--- src/rtl/adder_pkg.sv ---
// Shared types for the adder result path: flag bit positions, result record and FIFO occupancy states.
// Consumers index flags with FLG_* so the {V,N,Z,C} ordering lives in one place.
package adder_pkg;

    localparam int ADDER_W = 32;
    localparam int FLG_W   = 4;

    localparam int FLG_C = 0;
    localparam int FLG_Z = 1;
    localparam int FLG_N = 2;
    localparam int FLG_V = 3;

    typedef struct packed {
        logic [FLG_W-1:0]   flags;
        logic [ADDER_W-1:0] sum;
    } adder_result_t;

    typedef enum logic [1:0] {
        FIFO_EMPTY = 2'd0,
        FIFO_ONE   = 2'd1,
        FIFO_FULL  = 2'd2
    } fifo_state_t;

endpackage

--- src/rtl/result_fifo2.sv ---
// Generic 2-entry valid/ready FIFO; a push into an empty FIFO is visible one cycle later.
// Backpressure: in_rdy is a decode of the occupancy register only, with no path from out_rdy.
module result_fifo2
    import adder_pkg::*;
#(
    parameter int DW = 8
) (
    input  logic          clk,
    input  logic          rst_n,
    input  logic          in_vld,
    output logic          in_rdy,
    input  logic [DW-1:0] in_dat,
    output logic          out_vld,
    input  logic          out_rdy,
    output logic [DW-1:0] out_dat
);

    fifo_state_t   state_q, state_d;
    logic          out_vld_q, out_vld_d;
    logic [DW-1:0] head_q, head_d;
    logic [DW-1:0] tail_q, tail_d;
    logic          push;
    logic          pop;

    assign push = in_vld && in_rdy;
    assign pop  = out_vld_q && out_rdy;

    always_ff @(posedge clk or negedge rst_n) begin
        if (!rst_n) begin
            state_q   <= FIFO_EMPTY;
            out_vld_q <= 1'b0;
            head_q    <= '0;
            tail_q    <= '0;
        end else begin
            state_q   <= state_d;
            out_vld_q <= out_vld_d;
            head_q    <= head_d;
            tail_q    <= tail_d;
        end
    end

    always_comb begin
        state_d = state_q;
        head_d  = head_q;
        tail_d  = tail_q;
        case (state_q)
            FIFO_EMPTY: begin
                if (push) begin
                    state_d = FIFO_ONE;
                    head_d  = in_dat;
                end
            end
            FIFO_ONE: begin
                // Head is the output register, so a new entry only lands in
                // the tail slot when the current head is staying put.
                if (push && pop) begin
                    head_d = in_dat;
                end else if (push) begin
                    state_d = FIFO_FULL;
                    tail_d  = in_dat;
                end else if (pop) begin
                    state_d = FIFO_EMPTY;
                end
            end
            FIFO_FULL: begin
                if (pop) begin
                    state_d = FIFO_ONE;
                    head_d  = tail_q;
                end
            end
            default: state_d = FIFO_EMPTY;
        endcase
        out_vld_d = (state_d != FIFO_EMPTY);
    end

    always_comb begin
        in_rdy  = (state_q != FIFO_FULL);
        out_vld = out_vld_q;
        out_dat = head_q;
    end

endmodule

--- src/rtl/adder_result_stage.sv ---
// Adder output stage: derives {V,N,Z,C} flags and buffers results; one cycle input-to-output latency.
// Backpressure: a 2-entry buffer absorbs stalls; in_ready drops only when both entries are held.
module adder_result_stage
    import adder_pkg::*;
#(
    parameter int WIDTH = 32,
    parameter int CNT_W = 16
) (
    input  logic             clk,
    input  logic             rst_n,
    input  logic             in_valid,
    output logic             in_ready,
    input  logic [WIDTH-1:0] sum_in,
    input  logic             cout_in,
    input  logic             a_msb,
    input  logic             b_msb,
    output logic             out_valid,
    input  logic             out_ready,
    output logic [WIDTH-1:0] out_sum,
    output logic [3:0]       out_flags,
    output logic [CNT_W-1:0] txn_count
);

    localparam int PW = WIDTH + FLG_W;

    logic [FLG_W-1:0] flags_in;
    logic [PW-1:0]    fifo_in_dat;
    logic [PW-1:0]    fifo_out_dat;
    logic             push;
    logic [CNT_W-1:0] txn_count_q, txn_count_d;

    // Signed overflow: operands agree in sign but the result does not.
    always_comb begin
        flags_in        = '0;
        flags_in[FLG_C] = cout_in;
        flags_in[FLG_Z] = (sum_in == '0);
        flags_in[FLG_N] = sum_in[WIDTH-1];
        flags_in[FLG_V] = (a_msb == b_msb) && (sum_in[WIDTH-1] != a_msb);
    end

    assign fifo_in_dat = {flags_in, sum_in};
    assign push        = in_valid && in_ready;

    always_comb begin
        txn_count_d = txn_count_q;
        if (push) begin
            txn_count_d = txn_count_q + CNT_W'(1);
        end
    end

    always_ff @(posedge clk or negedge rst_n) begin
        if (!rst_n) begin
            txn_count_q <= '0;
        end else begin
            txn_count_q <= txn_count_d;
        end
    end

    result_fifo2 #(
        .DW(PW)
    ) u_fifo (
        .clk     (clk),
        .rst_n   (rst_n),
        .in_vld  (in_valid),
        .in_rdy  (in_ready),
        .in_dat  (fifo_in_dat),
        .out_vld (out_valid),
        .out_rdy (out_ready),
        .out_dat (fifo_out_dat)
    );

    assign out_flags = fifo_out_dat[PW-1:WIDTH];
    assign out_sum   = fifo_out_dat[WIDTH-1:0];
    assign txn_count = txn_count_q;

endmodule

--- config.mk ---
export PLATFORM = sky130hd
export DESIGN_NAME = adder_result_stage
export DESIGN_NICKNAME = d
export VERILOG_FILES = /design/src/rtl/adder_pkg.sv /design/src/rtl/result_fifo2.sv /design/src/rtl/adder_result_stage.sv
export SDC_FILE = /design/constraint.sdc
export NUM_CORES = 1
export LEC_CHECK = 0
export ABC_AREA = 1
export CAP_MARGIN = 20
export CORE_MARGIN = 1.5
export CORE_UTILIZATION = 40
export CTS_CLUSTER_DIAMETER = 150
export DETAILED_ROUTE_END_ITERATION = 10
export GPL_TIMING_DRIVEN = 1
export PLACE_DENSITY = 0.73
export SLEW_MARGIN = 5
export SYNTH_ARGS = -nofsm -noshare
export SYNTH_HDL_FRONTEND = slang
export SYNTH_SLANG_ARGS = --single-unit
--- constraint.sdc ---
create_clock -name clk -period 2.9 [get_ports clk]
set_clock_uncertainty 0.05 [all_clocks]
set_input_delay 0.87 -clock clk [delete_from_list [all_inputs] [get_ports clk]]
set_output_delay 0.87 -clock clk [all_outputs]
set_load 0.01 [all_outputs]
==> results.yml <==
logic_synthesis:
  synth_cell_types: 28
  synth_xor_area_frac: 0.02754
  synth_mux_area_frac: 0
  synth_top_flop_cell: "dfrtp_1"
  synth_top_area_frac: 0.5387
  ys_async_sr_fraction: 1.000
  yosys-top-cells-count: "nand2_1 (213), dfrtp_1 (89), nor2_1 (60)"
  synth_edf_count: 0
  syn_nets: 548
  syn_avg_cell_area_um2: 8.219
  synth_top_family_by_area: "simple AND/OR/NAND/NOR gates"
  synthSimpleGateAreaFrac: 0.2906
  ys_ff_latch: 89
  yosysWarnings: 0
  synthTopCellsByArea: "dfrtp_1 (54%), nand2_1 (19%), nor2_1 (5.4%)"
  syn_inst: 503
  yosysSeqAreaShare: 0.5387
  synth.most_common_cell: "nand2_1"
  syn-cell-area_mm2: 0.004134
  synth_compound_gate_area_share: 0.06719
  synthAdderAreaFrac: 0.01816
  synth_top_area_cell: "dfrtp_1"
clocking:
  cts_sinks: 89
  cts_htree_levels: 3
  ctsHoldBuffers: 0
  clk_path_buf_depth: 2
  cts_buffers: 9
  cts_tree: "done"
  clkLatencyLatePin_ns: 0.34
  ctsResizeCount: 0
  clock-root-buffer: "clkbuf_8"
  postCtsSetupRepairBufs: 0
  path_clk_slew_ns: 0.08
power:
  p_int_w: 0.003247
  power.density_mw_per_mm2: 983.6
  irDropWorstVdd_uv: 527.2
  pwr-share-comb: 0.443
  clock_power_share: 0.153
  seqPwrFrac: 0.404
  net-switching-power_w: 0.002016
  leakage_nw: 2.537
  swShare: 0.3831
grt:
  grt_max_degree: 90
  grt_first_pass_wirelength_um: 15900
  grt_pass1_vias: 3366
  grt_usage: 0.1799
  antenna_found_initial: 0
  overflow: 0
detailed_routing:
  wl_per_cell_um: 12.66
  vias: 3446
  routed_wl_um: 9217
  ant_nets: 0
  first_iter_violations: 138
  viasPerCell: 4.734
  dr.pass1.iters: 4
  drc_errors: 0
sta:
  fin_ws_ns: 0.2771
  finalSetupTns_ns: 0
  rsz0062_at_grt: "no"
  worst_slew_pin_slew_ns: 0.6413
  slew_headroom: 0.5718
  fin_crit_sh: 0.9044
  setup_viol: 0
  hold_violations: 0
  fmax_mhz: 381.3
  post-route-min-period_ns: 2.623
  slew_viol_final: 0
run_status:
  status: "finished, final reports clean"
floorplan:
  die_area_mm2: 0.01095
  dieHeight_um: 104.7
  pin_count: 93
  start_util: 0.4172
  row_count: 36
  die_x_um: 104.7
  design.core.area_mm2: 0.009910
placement:
  numPortBuffers: 92
  gp_congestion: 0.8428
  dp_hpwl_um: 6409
  dp_cells: 712
  dp_slack_ns: 0.4232
setup_path:
  cp.required_ns: 1.98
  arrival_ns: 1.70
  r2r-end: "u_fifo.out_dat[33]$_DFFE_PN0P_"
  start_kind: "register"
  r2r_cells: 8
  path_class: "reg -> out"
  regToRegStartpoint: "u_fifo.state_q[0]$_DFF_PN0_"
  crit_fanout: 6
  critPathCaptureType: "output port"
  reg2reg_setup_slack_ns: 0.88
layout:
  layout.nets: 635
  layoutNonFillerInstCount: 728
  final.fill_count: 936
  diodes: 0
  syn_to_final_growth_pct: 29.45
  fin_util: 0.5400
  drive_gt1_frac: 0.06050
hold_path:
  hold_path_class: "reg -> reg"
  whs_path_depth: 2
  min_to: "u_fifo.tail_q[15]$_DFFE_PN0P_"
  hp-start: "u_fifo.tail_q[15]$_DFFE_PN0P_"
job:
  maxCapViolCount: 0
-- kinds of logic after synthesis --
logic type | count (synthesis)
compound gates | 46
flops | 89
fa+ha+maj | 6
xor+xnor | 13
simple gates | 297
buf+inv | 52
-- flip-flops by register name, summed over array words and instances (netlist names) --
register and flops:
u_fifo.out_vld 1, u_fifo.state_q 2, u_fifo.out_dat 35, u_fifo.tail_q 35, txn_count 16
-- stage by stage --
step	hold WS (ns)	area [um^2]	total power [W]
detailed placement	0.4089	5162	0.004523
finish	0.4276	5351	0.005264
floorplan	0.3922	4134	0.003535
global placement	0.4029	5162	0.004432
CTS	0.4298	5351	0.005342
global route	0.4458	5351	0.005742
-- layout make-up --
type	instances	area, um^2	share of cell area
flip-flops and latches	89	2227	0.4162
multi-input cells	362	1668	0.3117
well taps	133	166.4	0.03110
clock inverters	5	37.54	0.007014
inverters	30	112.6	0.02104
repair buffers	98	988.4	0.1847
clock buffers	11	151.4	0.02829
-- routing by layer --
layer,part of all wire,vias up,track usage
li1,-,1750,-
met1,0.44,1601,0.2319
met2,0.50,90,0.3139
met3,0.052,5,0.02745
met4,0.0080,0,0.05088
met5,0,-,0
-- placed cells by master (no fill, tap or decap), types with 2 or more instances in the layout --
master	Yosys	layout
nor2_4	3	3
nor3_1	2	2
xnor2_1	4	4
nand3_1	7	7
o21ai_0	8	8
nor2_2	2	2
inv_2	3	3
ha_1	6	6
inv_1	26	26
nand2_2	2	2
buf_4	5	5
dfrtp_1	89	89
nand2_1	213	213
inv_6	0	2
o21ai_1	2	2
clkdlybuf4s50_1	0	91
buf_12	0	2
xor2_1	9	9
clkinvlp_4	0	2
nand4_1	4	4
a31oi_1	34	34
clkbuf_8	0	11
nor2_1	60	60
-- power by group through the flow --
stage	registers, W	clock network (W)	logic, W
CTS	0.00213	0.000834	0.00238
floorplan	0.00222	0	0.00131
finish	0.00213	0.000803	0.00233
global placement	0.00213	0	0.00231
detailed placement	0.00215	0	0.00237
global route	0.00220	0.000892	0.00265
-- worst max-delay path, stage by stage (launching register included) --
cell and delay (ns):
dfrtp_1 0.43, inv_1 0.11, ha_1 0.24, inv_2 0.06, clkdlybuf4s50_1 0.52
-- worst max-delay path by stage --
| stage | end | slack [ns] | from | cells after the start |
|---|---|---|---|---|
| detailed placement | u_fifo.out_dat[33]$_DFFE_PN0P_ | 0.42 | in_valid | 10 |
| CTS | in_ready | 0.25 | u_fifo.state_q[0]$_DFF_PN0_ | 4 |
| finish | in_ready | 0.28 | u_fifo.state_q[0]$_DFF_PN0_ | 4 |
| floorplan | u_fifo.tail_q[0]$_DFFE_PN0P_ | 1.10 | out_ready | 8 |
| global placement | u_fifo.out_dat[33]$_DFFE_PN0P_ | 0.51 | out_ready | 10 |
| global route | in_ready | 0.14 | u_fifo.state_q[0]$_DFF_PN0_ | 4 |
(Power assumes the default switching activity.)
